<file path="config.mk">
export PLATFORM = sky130hd
export DESIGN_NAME = rom_streamer
export DESIGN_NICKNAME = d
export VERILOG_FILES = /design/src/rtl/rom_streamer_pkg.sv /design/src/rtl/rom_stream_fifo.sv /design/src/rtl/rom_streamer.sv
export SDC_FILE = /design/constraint.sdc
export NUM_CORES = 1
export LEC_CHECK = 0
export BUFFER_PORTS_ARGS = -buffer_cell sky130_fd_sc_hd__buf_2
export CAP_MARGIN = 10
export CORE_UTILIZATION = 40
export CTS_CLUSTER_DIAMETER = 80
export CTS_CLUSTER_SIZE = 40
export DETAILED_ROUTE_END_ITERATION = 7
export PLACE_DENSITY = 0.63
export SYNTH_ARGS = -nofsm -noshare
export SYNTH_HDL_FRONTEND = slang
export SYNTH_SLANG_ARGS = --single-unit
</file>
<file path="constraint.sdc">
create_clock -name clk -period 2.9 [get_ports clk]
set_input_delay 0.145 -clock clk [delete_from_list [all_inputs] [get_ports clk]]
set_output_delay 0.145 -clock clk [all_outputs]
set_load 0.01 [all_outputs]
</file>
<file path="src/rtl/rom_streamer_pkg.sv">
// rtl/rom_streamer_pkg.sv - shared state encoding and buffer depth for rom_streamer
package rom_streamer_pkg;

    typedef enum logic [1:0] {
        ST_IDLE  = 2'd0,
        ST_RUN   = 2'd1,
        ST_DRAIN = 2'd2
    } state_t;

    localparam int FIFO_DEPTH = 2;
    localparam int OCC_W      = $clog2(FIFO_DEPTH + 1);

endpackage

</file>
<file path="src/rtl/rom_stream_fifo.sv">
// rtl/rom_stream_fifo.sv - two-entry output buffer holding ROM word plus last tag
module rom_stream_fifo
    import rom_streamer_pkg::*;
#(
    parameter int WIDTH = 11
) (
    input  logic             clk,
    input  logic             rst,
    input  logic             flush,
    input  logic             push,
    input  logic             pop,
    input  logic [WIDTH-1:0] din,
    output logic [WIDTH-1:0] dout,
    output logic [OCC_W-1:0] occ
);

    logic [WIDTH-1:0] mem [FIFO_DEPTH];
    logic             rd_ptr;
    logic             wr_ptr;
    logic             pop_ok;
    logic             push_ok;

    // A push into a full buffer is only accepted when the head leaves in the same edge.
    assign pop_ok  = pop && (occ != '0);
    assign push_ok = push && ((occ != OCC_W'(FIFO_DEPTH)) || pop_ok);
    assign dout    = mem[rd_ptr];

    // Storage, pointers and occupancy; flush empties without touching stored words.
    always_ff @(posedge clk or posedge rst) begin
        if (rst) begin
            for (int i = 0; i < FIFO_DEPTH; i++) begin
                mem[i] <= '0;
            end
            rd_ptr <= 1'b0;
            wr_ptr <= 1'b0;
            occ    <= '0;
        end else if (flush) begin
            rd_ptr <= 1'b0;
            wr_ptr <= 1'b0;
            occ    <= '0;
        end else begin
            if (push_ok) begin
                mem[wr_ptr] <= din;
                wr_ptr      <= ~wr_ptr;
            end
            if (pop_ok) begin
                rd_ptr <= ~rd_ptr;
            end
            occ <= occ + {{(OCC_W-1){1'b0}}, push_ok} - {{(OCC_W-1){1'b0}}, pop_ok};
        end
    end

endmodule

</file>
<file path="src/rtl/rom_streamer.sv">
// rtl/rom_streamer.sv - walks a one-cycle-latency ROM and streams words with backpressure
module rom_streamer
    import rom_streamer_pkg::*;
#(
    parameter int DATA_WIDTH = 10,
    parameter int ADDR_WIDTH = 8,
    parameter int LAST_ADDR  = 255,
    parameter int LOOP       = 0
) (
    input  logic                  clk,
    input  logic                  rst,
    input  logic                  start,
    input  logic                  stop,
    output logic [ADDR_WIDTH-1:0] rom_addr,
    input  logic [DATA_WIDTH-1:0] rom_dout,
    output logic [DATA_WIDTH-1:0] m_data,
    output logic                  m_valid,
    input  logic                  m_ready,
    output logic                  m_last,
    output logic                  busy,
    output logic                  done
);

    localparam logic [ADDR_WIDTH-1:0] LAST = ADDR_WIDTH'(LAST_ADDR);

    state_t                  state;
    logic [ADDR_WIDTH-1:0]   addr;
    logic                    pend;
    logic                    pend_last;
    logic [OCC_W-1:0]        occ;
    logic [OCC_W:0]          inflight;
    logic                    pop;
    logic                    issue;
    logic                    flush;
    logic [DATA_WIDTH:0]     head;

    // Words buffered plus the read in flight, minus the one leaving now, must leave room.
    assign pop      = m_valid && m_ready;
    assign inflight = {1'b0, occ} + {{OCC_W{1'b0}}, pend} - {{OCC_W{1'b0}}, pop};
    assign issue    = (state == ST_RUN) && (inflight < (OCC_W+1)'(FIFO_DEPTH));
    assign flush    = stop && (state != ST_IDLE);

    assign rom_addr = addr;
    assign busy     = (state != ST_IDLE);
    assign m_valid  = (occ != '0);
    assign m_data   = head[DATA_WIDTH-1:0];
    assign m_last   = head[DATA_WIDTH] && m_valid;

    rom_stream_fifo #(
        .WIDTH (DATA_WIDTH + 1)
    ) u_fifo (
        .clk   (clk),
        .rst   (rst),
        .flush (flush),
        .push  (pend),
        .pop   (pop),
        .din   ({pend_last, rom_dout}),
        .dout  (head),
        .occ   (occ)
    );

    // Sequencer: address walk, read-pending pipeline with last tag, and the done pulse.
    always_ff @(posedge clk or posedge rst) begin
        if (rst) begin
            state     <= ST_IDLE;
            addr      <= '0;
            pend      <= 1'b0;
            pend_last <= 1'b0;
            done      <= 1'b0;
        end else begin
            done <= 1'b0;
            if (flush) begin
                state     <= ST_IDLE;
                addr      <= '0;
                pend      <= 1'b0;
                pend_last <= 1'b0;
            end else begin
                pend      <= issue;
                pend_last <= issue && (addr == LAST);
                case (state)
                    ST_IDLE: begin
                        if (start) begin
                            state <= ST_RUN;
                            addr  <= '0;
                        end
                    end
                    ST_RUN: begin
                        if (issue) begin
                            addr <= (addr == LAST) ? '0 : addr + ADDR_WIDTH'(1);
                            if ((addr == LAST) && (LOOP == 0)) begin
                                state <= ST_DRAIN;
                            end
                        end
                    end
                    ST_DRAIN: begin
                        if (!pend && (occ == '0)) begin
                            done  <= 1'b1;
                            state <= ST_IDLE;
                        end
                    end
                    default: state <= ST_IDLE;
                endcase
            end
        end
    end

endmodule

</file>
==> Word level (Yosys, flattened, before mapping) <==
Cells that the tools add are included.
{ "op_classes": {"n_lt_le_gt_ge": 4, "reduce_logical": 21, "n_bitwise": 5, "addsub": 5, "mux": 27, "eq_ne": 8} }
{ "op_table": {"columns": ["op", "n"], "rows": [
  ["two-way mux 11 bit", 4],
  ["two-way mux 8 bit", 4],
  ["bitwise mux 22 bit", 1],
  ["case mux 8 bit (2 select lines)", 1],
  ["two-way mux 2 bit", 6],
  ["demux 11 bit (select 1 bit)", 1],
  ["logical AND 1 bit", 9],
  ["two-way mux 1 bit", 9],
  ["!= test 3 bit (second input constant)", 3],
  ["adder 8 x 1 -> 8 bit (second input constant)", 1],
  ["== test 8 bit (second input constant)", 1],
  ["nonzero test 2 bit", 4],
  ["case mux 2 bit (3 select lines)", 1],
  [">= comparator 2 bit (second input constant)", 2],
  ["zero test 2 bit", 2],
  ["inverter 1 -> 2 bit", 2],
  ["AND reduction 4 bit", 1],
  ["adder 2 x 1 -> 3 bit", 1],
  ["< comparator 3 x 2 -> 1 bit (second input constant)", 1],
  ["!= test 3 x 2 -> 1 bit (second input constant)", 1],
  ["inverter 1 bit", 3],
  ["AND reduction 3 bit", 1],
  ["nonzero test 3 bit", 1],
  ["subtractor 3 x 1 -> 3 bit", 1],
  ["9 further kinds", 9]
]} }
{ "totals": {"input_bits": 15, "ff_bits": 39, "out_inout_bits": 22, "wordCells": 80} }

==> Longest topological paths before layout <==
Gate-level depths: netlist (run 1).
{ "logic_depth": {"depth_word": 8, "depth_mapped": 12, "depth_no_buf": 11} }

==> Cells and area by module <==
A second synthesis (run 1) with hierarchy kept.
{ "unflattened": {"cells_unflattened": 161, "area_unflattened_um2": 2003.2} }
{ "by_module_without_submodules": {"columns": ["module", "cells_per_inst", "area_each_um2", "n_inst", "seq_area_each_um2"], "rows": [
  ["rom_stream_fifo", 81, 1216.2, 1, 650.6],
  ["rom_streamer", 80, 787.0, 1, 325.3]
]} }

==> Least setup slack after synthesis (run 1) <==
Ideal clock, no wire load.
{ "synth_path": {"kind": "register to register", "start": "register u_fifo.occ[1]", "end": "register addr[2], in the netlist rom_addr[2]", "slack_ns": 0.239, "setup_time_ns": 0.125, "required_ns": 2.775, "n_path_buf": 1, "path_stages_with_launch": 13, "arrival_ns": 2.536, "synth_period_minus_slack_ns": 2.661, "cell_sequence": "dfrtp_1 nor2_1 inv_1 and2_1 ha_1 inv_1 nand2_1 fa_1 xnor2_1 and4b_1 buf_2 o21ai_1 mux2_2"} }
{ "synth_between": {"elab_chain_cells": 7, "elab_cells_between_ends": 8, "classes_between": "2 x add/sub; 1 x order compare; 1 x eq/ne; 4 x reduce/logical"} }
{ "synth_lines": {"columns": ["element", "line_no", "source"], "rows": [
  ["from (decl)", "rom_stream_fifo.sv:14", "output logic [OCC_W-1:0] occ"],
  ["from (signal assigned)", "rom_stream_fifo.sv:49", "occ <= occ + {{(OCC_W-1){1'b0}}, push_ok} - {{(OCC_W-1){1'b0}}, pop_ok};"],
  ["nonzero test 2 bit", "rom_streamer.sv:45", "assign m_valid = (occ != '0);"],
  ["named net m_valid", "rom_streamer.sv:17", "output logic m_valid,"],
  ["logical AND 1 bit", "rom_streamer.sv:38", "assign pop = m_valid && m_ready;"],
  ["subtractor 3 x 1 -> 3 bit", "rom_streamer.sv:39", "assign inflight = {1'b0, occ} + {{OCC_W{1'b0}}, pend} - {{OCC_W{1'b0}}, pop};"],
  ["< comparator 3 x 2 -> 1 bit", "rom_streamer.sv:40", "assign issue = (state == ST_RUN) && (inflight < (OCC_W+1)'(FIFO_DEPTH));"],
  ["logical AND 1 bit", "rom_streamer.sv:40", null],
  ["!= test 3 bit (no line)", null, null],
  ["AND reduction 3 bit (no line)", null, null],
  ["to (signal assigned)", "rom_streamer.sv:89", "addr <= (addr == LAST) ? '0 : addr + ADDR_WIDTH'(1);"],
  ["to (decl)", "rom_streamer.sv:27", "logic [ADDR_WIDTH-1:0] addr;"]
]} }
The timed path passes the listed nets, and every way through them passes these cells.
A chain may end at the register's enable or synchronous reset.

==> Worst setup path after layout (run 1) <==
{ "layout_path": {"start": "register u_fifo.occ[0]", "end": "register addr[5], in the netlist rom_addr[5]"} }
{ "layout_between": {"elab_chain_cells": 7, "elab_cells_between_ends": 8, "classes_between": "2 x add/sub; 1 x order compare; 1 x eq/ne; 4 x reduce/logical"} }
{ "layout_lines": {"columns": ["element", "line_no"], "rows": [
  ["parallel branches: the longest is 2 deep, another holds adder 2 x 1 -> 3 bit", null],
  ["subtractor 3 x 1 -> 3 bit (*)", "rom_streamer.sv:39"],
  ["< comparator 3 x 2 -> 1 bit (*)", "rom_streamer.sv:40"],
  ["logical AND 1 bit (*)", "rom_streamer.sv:40"],
  ["!= test 3 bit (no line) (*)", null],
  ["AND reduction 3 bit (no line) (*)", null]
]} }
Every way passes the cells marked *.

==> flow_summary_export.csv, run 1 <==
group,metric,value,unit
clocking,postCtsSetupBuffers,0,
route,dr.pass1.iters,4,
logic_synthesis,synth_warnings,0,
global_routing,grt_pass1_vias,1293,
clocking,cts_buffers,5,
floorplanning,coreArea,4723,sq um
route,drcViolationCount,0,
logic_synthesis,synth-seq-cells,39,
placement,post_dp_cell_area,2232,sq um
worst_setup_path,cp.required,3.08,ns
global_routing,grt_first_pass_wirelength,6.279,mm
logic_synthesis,netlist_instances,163,
route,vias_per_cell,4.895,
floorplanning,pin_count,37,
logic_synthesis,synth_seq_area_share,0.4971,
logic_synthesis,syn_area,1963,sq um
logic_synthesis,synth_cell_types,35,
final_layout,syn_to_final_growth,19.50,%
sta,clock_skew,0.003387,ns
final_layout,utilization,0.4967,
worst_setup_path,reg2reg_to,"rom_addr[5]",
worst_setup_path,cp.arrival,2.93,ns
clocking,cts.repair.resized,0,
power_and_ir_drop,power_switching,0.8140,mW
floorplanning,die_y,72.06,um
flow_run,cap_viol_max_count,0,
floorplanning,fp.dieW,72.06,um
logic_synthesis,syn_avg_cell_area,12.04,sq um
logic_synthesis,synth_largest_area_cell,"dfrtp_1",
worst_setup_path,r2r_cells,11,
final_layout,layout-drive-gt1-share,0.4087,
power_and_ir_drop,vdd_drop_max,0.4531,mV
placement,place.gp.congestion,0.7843,
logic_synthesis,yosysMostFrequentCell,"dfrtp_1",
route,wl_per_cell,13.74,um
worst_setup_path,r2r-start,"u_fifo.occ[0]",
logic_synthesis,syn_nets,183,
sta,rsz0062_at_grt,"no",
worst_setup_path,worstPathMaxFanout,8,
min_path,hold_path_end,"u_fifo.mem[2]",
clocking,holdBufCountCts,1,
clocking,clk_path_buf_depth,2,
power_and_ir_drop,p_seq_frac,0.378,
sta,relSlewSlack,0.6201,
sta,tightest_slew,0.5682,ns
sta,finalHoldViolCount,0,
worst_setup_path,r2r_slack,0.16,ns
worst_setup_path,crit_path_end_kind,"register",
final_layout,n_antenna_cell,0,
route,first_iter_violations,104,
clocking,cts.clk_slew.worst_paths,0.08,ns
placement,io_buffers,36,
logic_synthesis,synthFlopType,"dfrtp_1",
floorplanning,dieArea,5192,sq um
floorplanning,num_rows,25,
sta,setup_violations,0,
sta,min_period_over_period,0.9464,
sta,maxSlewViolCount,0,
power_and_ir_drop,pwr-share-comb,0.445,
power_and_ir_drop,power_density,990.1,nW/um^2
floorplanning,initial_utilization,0.4156,
logic_synthesis,synthTopCellsByCount,"dfrtp_1 (39), mux2_2 (20), nor2_1 (16)",
global_routing,grt_start_max_net_pins,40,
min_path,hold_depth,2,
sta,layout_min_cycle_time,2.745,ns
final_layout,nNetsFinal,227,
route,wl,3.778,mm
clocking,clk_latency,0.29,ns
final_layout,stdcell_area,2346,sq um
logic_synthesis,synth.area.top_cells,"dfrtp_1 (50%), mux2_2 (11%), mux2_4 (7.6%)",
route,antenna_left,0,
placement,dpl.hpwl,2.592,mm
final_layout,fill_cells,463,
power_and_ir_drop,p_clk_frac,0.177,
min_path,worstHoldStart,"rom_dout[2]",
logic_synthesis,synth_edf_count,0,
logic_synthesis,synth.top_cell.area_share,0.4971,
status,outcome,"complete, no violations",
power_and_ir_drop,swShare,0.3505,
power_and_ir_drop,power.leakage,1.166,nW
worst_setup_path,start_kind,"register",
global_routing,antenna_found_initial,0,
clocking,cts_tree,"yes",
power_and_ir_drop,p_int,1.509,mW
logic_synthesis,synthArstFlopShare,1.000,
sta,setup_tns,0,ns
min_path,hp-class,"in2reg",
worst_setup_path,worstSetupPathType,"reg2reg",
global_routing,track_usage,0.1598,
sta,max_freq,364.3,MHz
clocking,clkSinkCount,39,
route,vias,1346,
clocking,htree_levels,2,
clocking,cts-root-buf,"clkbuf_8",
global_routing,gr-total-overflow,0,
[kinds of logic after synthesis]
kind of cell    synth area share
compound gates           0.06628
xor+xnor                 0.02231
fa+ha+maj                0.03569
buf+inv                  0.02613
flops                     0.4971
mux                       0.2192
simple gates              0.1332
[flip-flops by register name, summed over array words and instances, names as in the netlist]
| name | cells |
|---|---|
| done | 1 |
| pend | 1 |
| pend_last | 1 |
| rom_addr | 8 |
| state | 2 |
| u_fifo.mem | 22 |
| u_fifo.occ | 2 |
| u_fifo.rd_ptr | 1 |
| u_fifo.wr_ptr | 1 |
[cell usage in the layout (no fill, tap or decap), types with 3 or more instances in the layout]
master	netlist	final
a22o_1	5	5
and2_1	3	3
buf_2	2	36
buf_4	0	4
clkbuf_8	0	7
dfrtp_1	39	39
ha_1	4	4
inv_1	7	7
mux2_1	4	4
mux2_2	20	20
mux2_4	10	10
nand2_1	9	9
nand3_1	7	7
nor2_1	16	16
nor3_1	4	4
o21ai_0	3	3
o21ai_1	5	5
o22ai_1	3	3
xnor2_1	4	4
[worst max-delay path by stage]
stage,endpoint,slack (ns),start
global route,rom_addr[5],0.01,u_fifo.occ[0]
finish,rom_addr[5],0.16,u_fifo.occ[0]
global placement,rom_addr[5],0.28,u_fifo.occ[0]
CTS,rom_addr[5],0.17,u_fifo.occ[0]
detailed placement,rom_addr[5],0.19,u_fifo.occ[0]
floorplan,rom_addr[2],0.24,u_fifo.occ[1]
[worst max-delay path, stage by stage, from the launching register on]
cell	delay, ns
dfrtp_1	0.41
nor2_1	0.17
inv_1	0.06
and2_1	0.19
ha_1	0.27
inv_1	0.07
nand2_1	0.07
fa_1	0.38
xnor2_1	0.19
and4b_1	0.42
o22ai_1	0.14
a22o_1	0.25
[layer usage]
metal	vias up	track usage	part of all wire
met3	5	0.03889	0.040
li1	660	-	-
met5	-	0	0
met1	650	0.2230	0.49
met4	0	0.05882	0.014
met2	31	0.2432	0.46
[power by group through the flow]
stage / combinational (mW) / clock [mW] / sequential [mW]
2_1_floorplan: 0.791 / 0 / 0.843
3_3_place_gp: 1.02 / 0 / 0.881
3_5_place_dp: 1.04 / 0 / 0.887
4_1_cts: 1.05 / 0.423 / 0.880
5_1_grt: 1.14 / 0.441 / 0.903
6_report: 1.03 / 0.411 / 0.878
[stage by stage]
| stage | power (mW) | setup WS (ns) | hold slack (ns) | cells |
|---|---|---|---|---|
| after CTS | 2.348 | 0.1730 | 0.07110 | 275 |
| after global routing | 2.484 | 0.01242 | 0.07338 | 275 |
| after detailed placement | 1.926 | 0.1883 | 0.2945 | 266 |
| after global placement | 1.905 | 0.2769 | 0.2916 | 266 |
| final | 2.323 | 0.1553 | 0.08299 | 275 |
| after floorplan | 1.634 | 0.2390 | 0.2114 | 163 |
[final cells by class]
cell class / count / area, sq um / area share
repair buffers: 41 / 220.2 / 0.09387
multi-input cells: 113 / 935.9 / 0.3989
clock inverters: 1 / 7.507 / 0.003200
well taps: 67 / 83.83 / 0.03573
inverters: 7 / 26.28 / 0.01120
clock buffers: 7 / 96.34 / 0.04107
flip-flops and latches: 39 / 975.9 / 0.4160
No activity file was read; power rests on OpenSTA's default activity.
==> inputs of run 2 (changes only) <==
- ABC_AREA: not set -> 1
- CTS_BUF_LIST: not set -> sky130_fd_sc_hd__clkbuf_16
- PLACE_DENSITY: 0.63 -> 0.62
- clock period: 2.9 -> 3 ns (I/O delays scaled with it)
==> run 2 against run 1 <==
Worst hold slack worse by 0.072 ns; sequential power down 4.6%; global-route usage is 1.1 points higher; maximum frequency increased by 10%; combinational power fell by 15%; non-clock buffer count fell by 4; clock-buffer cell count is 2 lower; register-to-register slack improved by 0.35 ns; critical endpoint is now rom_addr[7].
==> flow_summary_export.csv, run 2 <==
group,metric,value,unit
logic_synthesis,syn_area,2072,sq um
clocking,cts.clk_slew.worst_paths,0.06,ns
placement,dpl.hpwl,2.903,mm
sta,rsz0062_at_grt,"no",
power_and_ir_drop,power_density,939.8,nW/um^2
clocking,clkSinkCount,39,
global_routing,track_usage,0.1710,
placement,place.gp.congestion,0.7994,
logic_synthesis,synthArstFlopShare,1.000,
power_and_ir_drop,power.leakage,1.321,nW
final_layout,final_common_cell,"nand2_1",
global_routing,grt_start_max_net_pins,24,
sta,setup_violations,0,
logic_synthesis,synth_warnings,0,
logic_synthesis,synth_edf_count,0,
worst_setup_path,crit_path_end_kind,"register",
global_routing,gr-total-overflow,0,
clocking,holdBufCountCts,0,
logic_synthesis,synthTopCellsByCount,"nand2_1 (84), dfrtp_1 (39), inv_1 (34)",
route,vias_per_cell,4.632,
sta,relSlewSlack,0.4685,
power_and_ir_drop,p_total,2.314,mW
clocking,htree_levels,2,
logic_synthesis,synth-seq-cells,39,
floorplanning,num_rows,25,
placement,dp_cells,356,
worst_setup_path,cp.arrival,2.71,ns
logic_synthesis,synth_cell_types,29,
clocking,cts_buffers,5,
clocking,cts.repair.resized,0,
power_and_ir_drop,vdd_drop_max,0.5257,mV
global_routing,antenna_found_initial,0,
status,outcome,"complete, no violations",
logic_synthesis,syn_nets,279,
worst_setup_path,worstSetupPathType,"reg2reg",
final_layout,syn_to_final_growth,18.84,%
worst_setup_path,worstPathMaxFanout,11,
route,dr.pass1.iters,4,
logic_synthesis,synth_largest_area_cell,"dfrtp_1",
floorplanning,pin_count,37,
sta,clock_skew,0.006688,ns
floorplanning,dieArea,5472,sq um
logic_synthesis,yosysMostFrequentCell,"nand2_1",
clocking,clk_latency,0.28,ns
clocking,clk_path_buf_depth,2,
final_layout,top_register,"u_fifo.mem",
route,first_iter_violations,143,
global_routing,grt_pass1_vias,1601,
sta,layout_min_cycle_time,2.492,ns
logic_synthesis,synth.top_cell.area_share,0.4710,
route,antenna_left,0,
logic_synthesis,netlist_instances,259,
route,wl,4.058,mm
logic_synthesis,synth.area.top_cells,"dfrtp_1 (47%), nand2_1 (15%), o21ai_1 (6.3%)",
clocking,postCtsSetupBuffers,0,
sta,min_period_over_period,0.8306,
floorplanning,fp.dieW,73.97,um
sta,setup_tns,0,ns
worst_setup_path,start_kind,"register",
min_path,hp-class,"in2async",
clocking,cts-root-buf,"clkbuf_16",
sta,maxSlewViolCount,0,
final_layout,final_cell_mix,"nand2_1 (84), dfrtp_1 (39), buf_2 (36)",
final_layout,utilization,0.5079,
logic_synthesis,syn_avg_cell_area,8.000,sq um
final_layout,largest_reg_flops,22,
floorplanning,die_y,73.97,um
sta,tightest_slew,0.7964,ns
final_layout,layout-drive-gt1-share,0.2391,
global_routing,grt_first_pass_wirelength,7.120,mm
flow_run,cap_viol_max_count,0,
floorplanning,initial_utilization,0.4274,
sta,max_freq,401.3,MHz
final_layout,fin_cells,364,
sta,finalHoldViolCount,0,
final_layout,n_antenna_cell,0,
clocking,cts_tree,"yes",
placement,io_buffers,36,
route,drcViolationCount,0,
route,vias,1686,
final_layout,nNetsFinal,316,
route,wl_per_cell,11.15,um
logic_synthesis,synthFlopType,"dfrtp_1",
logic_synthesis,synth_seq_area_share,0.4710,
floorplanning,coreArea,4848,sq um
worst_setup_path,cp.required,3.22,ns
==> run 2: final cells by class <==
cell class,count,area [sq um]
Clock inverter,3,43.79
Clock buffer,5,125.1
Fill cell,489,2386
Inverter,37,138.9
Timing Repair Buffer,37,187.7
Sequential cell,39,975.9
Multi-Input combinational cell,176,907.1
Tap cell,67,83.83
==> run 2: logic make-up (layout without fill, tap and decap cells) <==
| kind of cell | after synthesis | after routing | synth area share |
|---|---|---|---|
| and+or+nand+nor | 134 | 134 | 0.2929 |
| buffers and inverters | 44 | 82 | 0.09118 |
| DFF | 39 | 39 | 0.4710 |
| AOI/OAI and AO/OA | 34 | 34 | 0.09842 |
| adders and majority gates | 5 | 5 | 0.03382 |
| xor gates and xnor gates | 3 | 3 | 0.01268 |
==> run 2: power breakdown <==
group	total, mW	switching [mW]	leakage, nW	internal [mW]
logic	0.877	0.550	0.721	0.327
registers	0.838	0.136	0.516	0.702
clock network	0.600	0.208	0.0838	0.392
total	2.31	0.893	1.32	1.42
==> run 2: path summary, 6_finish.rpt <==
kind	start	to	slack [ns]	cells after the start
min in group clk	rom_dout[4]	u_fifo.mem[15]	0.13	3
worst max-delay path	u_fifo.occ[1]	rom_addr[7]	0.51	12
max in group asynchronous	rst	u_fifo.mem[18]	2.22	3
worst min-delay path	rst	rom_addr[6]	0.01	2
worst min register to register	u_fifo.mem[15]	u_fifo.mem[15]	0.49	2
worst max register to register	u_fifo.occ[1]	rom_addr[7]	0.51	12
==> run 2: metal layers <==
| metal | share of wire | vias up | global-route usage |
|---|---|---|---|
| met5 | 0 | - | 0 |
| met4 | 0.015 | 0 | 0.05769 |
| met3 | 0.036 | 6 | 0.03252 |
| met2 | 0.47 | 34 | 0.2869 |
| met1 | 0.48 | 762 | 0.2220 |
| li1 | - | 884 | - |
==> run 2: metrics by stage <==
stage	setup slack [ns]	hold WS (ns)	instance area (sq um)
finish	0.5081	0.01143	2462
global route	0.2821	0.09278	2462
CTS	0.4795	0.04435	2462
detailed placement	0.4708	0.3364	2293
global placement	0.5683	0.3381	2293
floorplan	0.7360	0.3031	2072
==> run 2: critical path, stage by stage, from the launching register on <==
cell	delay, ns
dfrtp_1	0.51
nor2_1	0.13
nor2_1	0.22
ha_1	0.27
inv_1	0.07
nand2_1	0.06
fa_1	0.49
nand3_2	0.10
nand2_2	0.10
nand3_4	0.17
inv_2	0.15
nand3_1	0.09
nand2_1	0.07
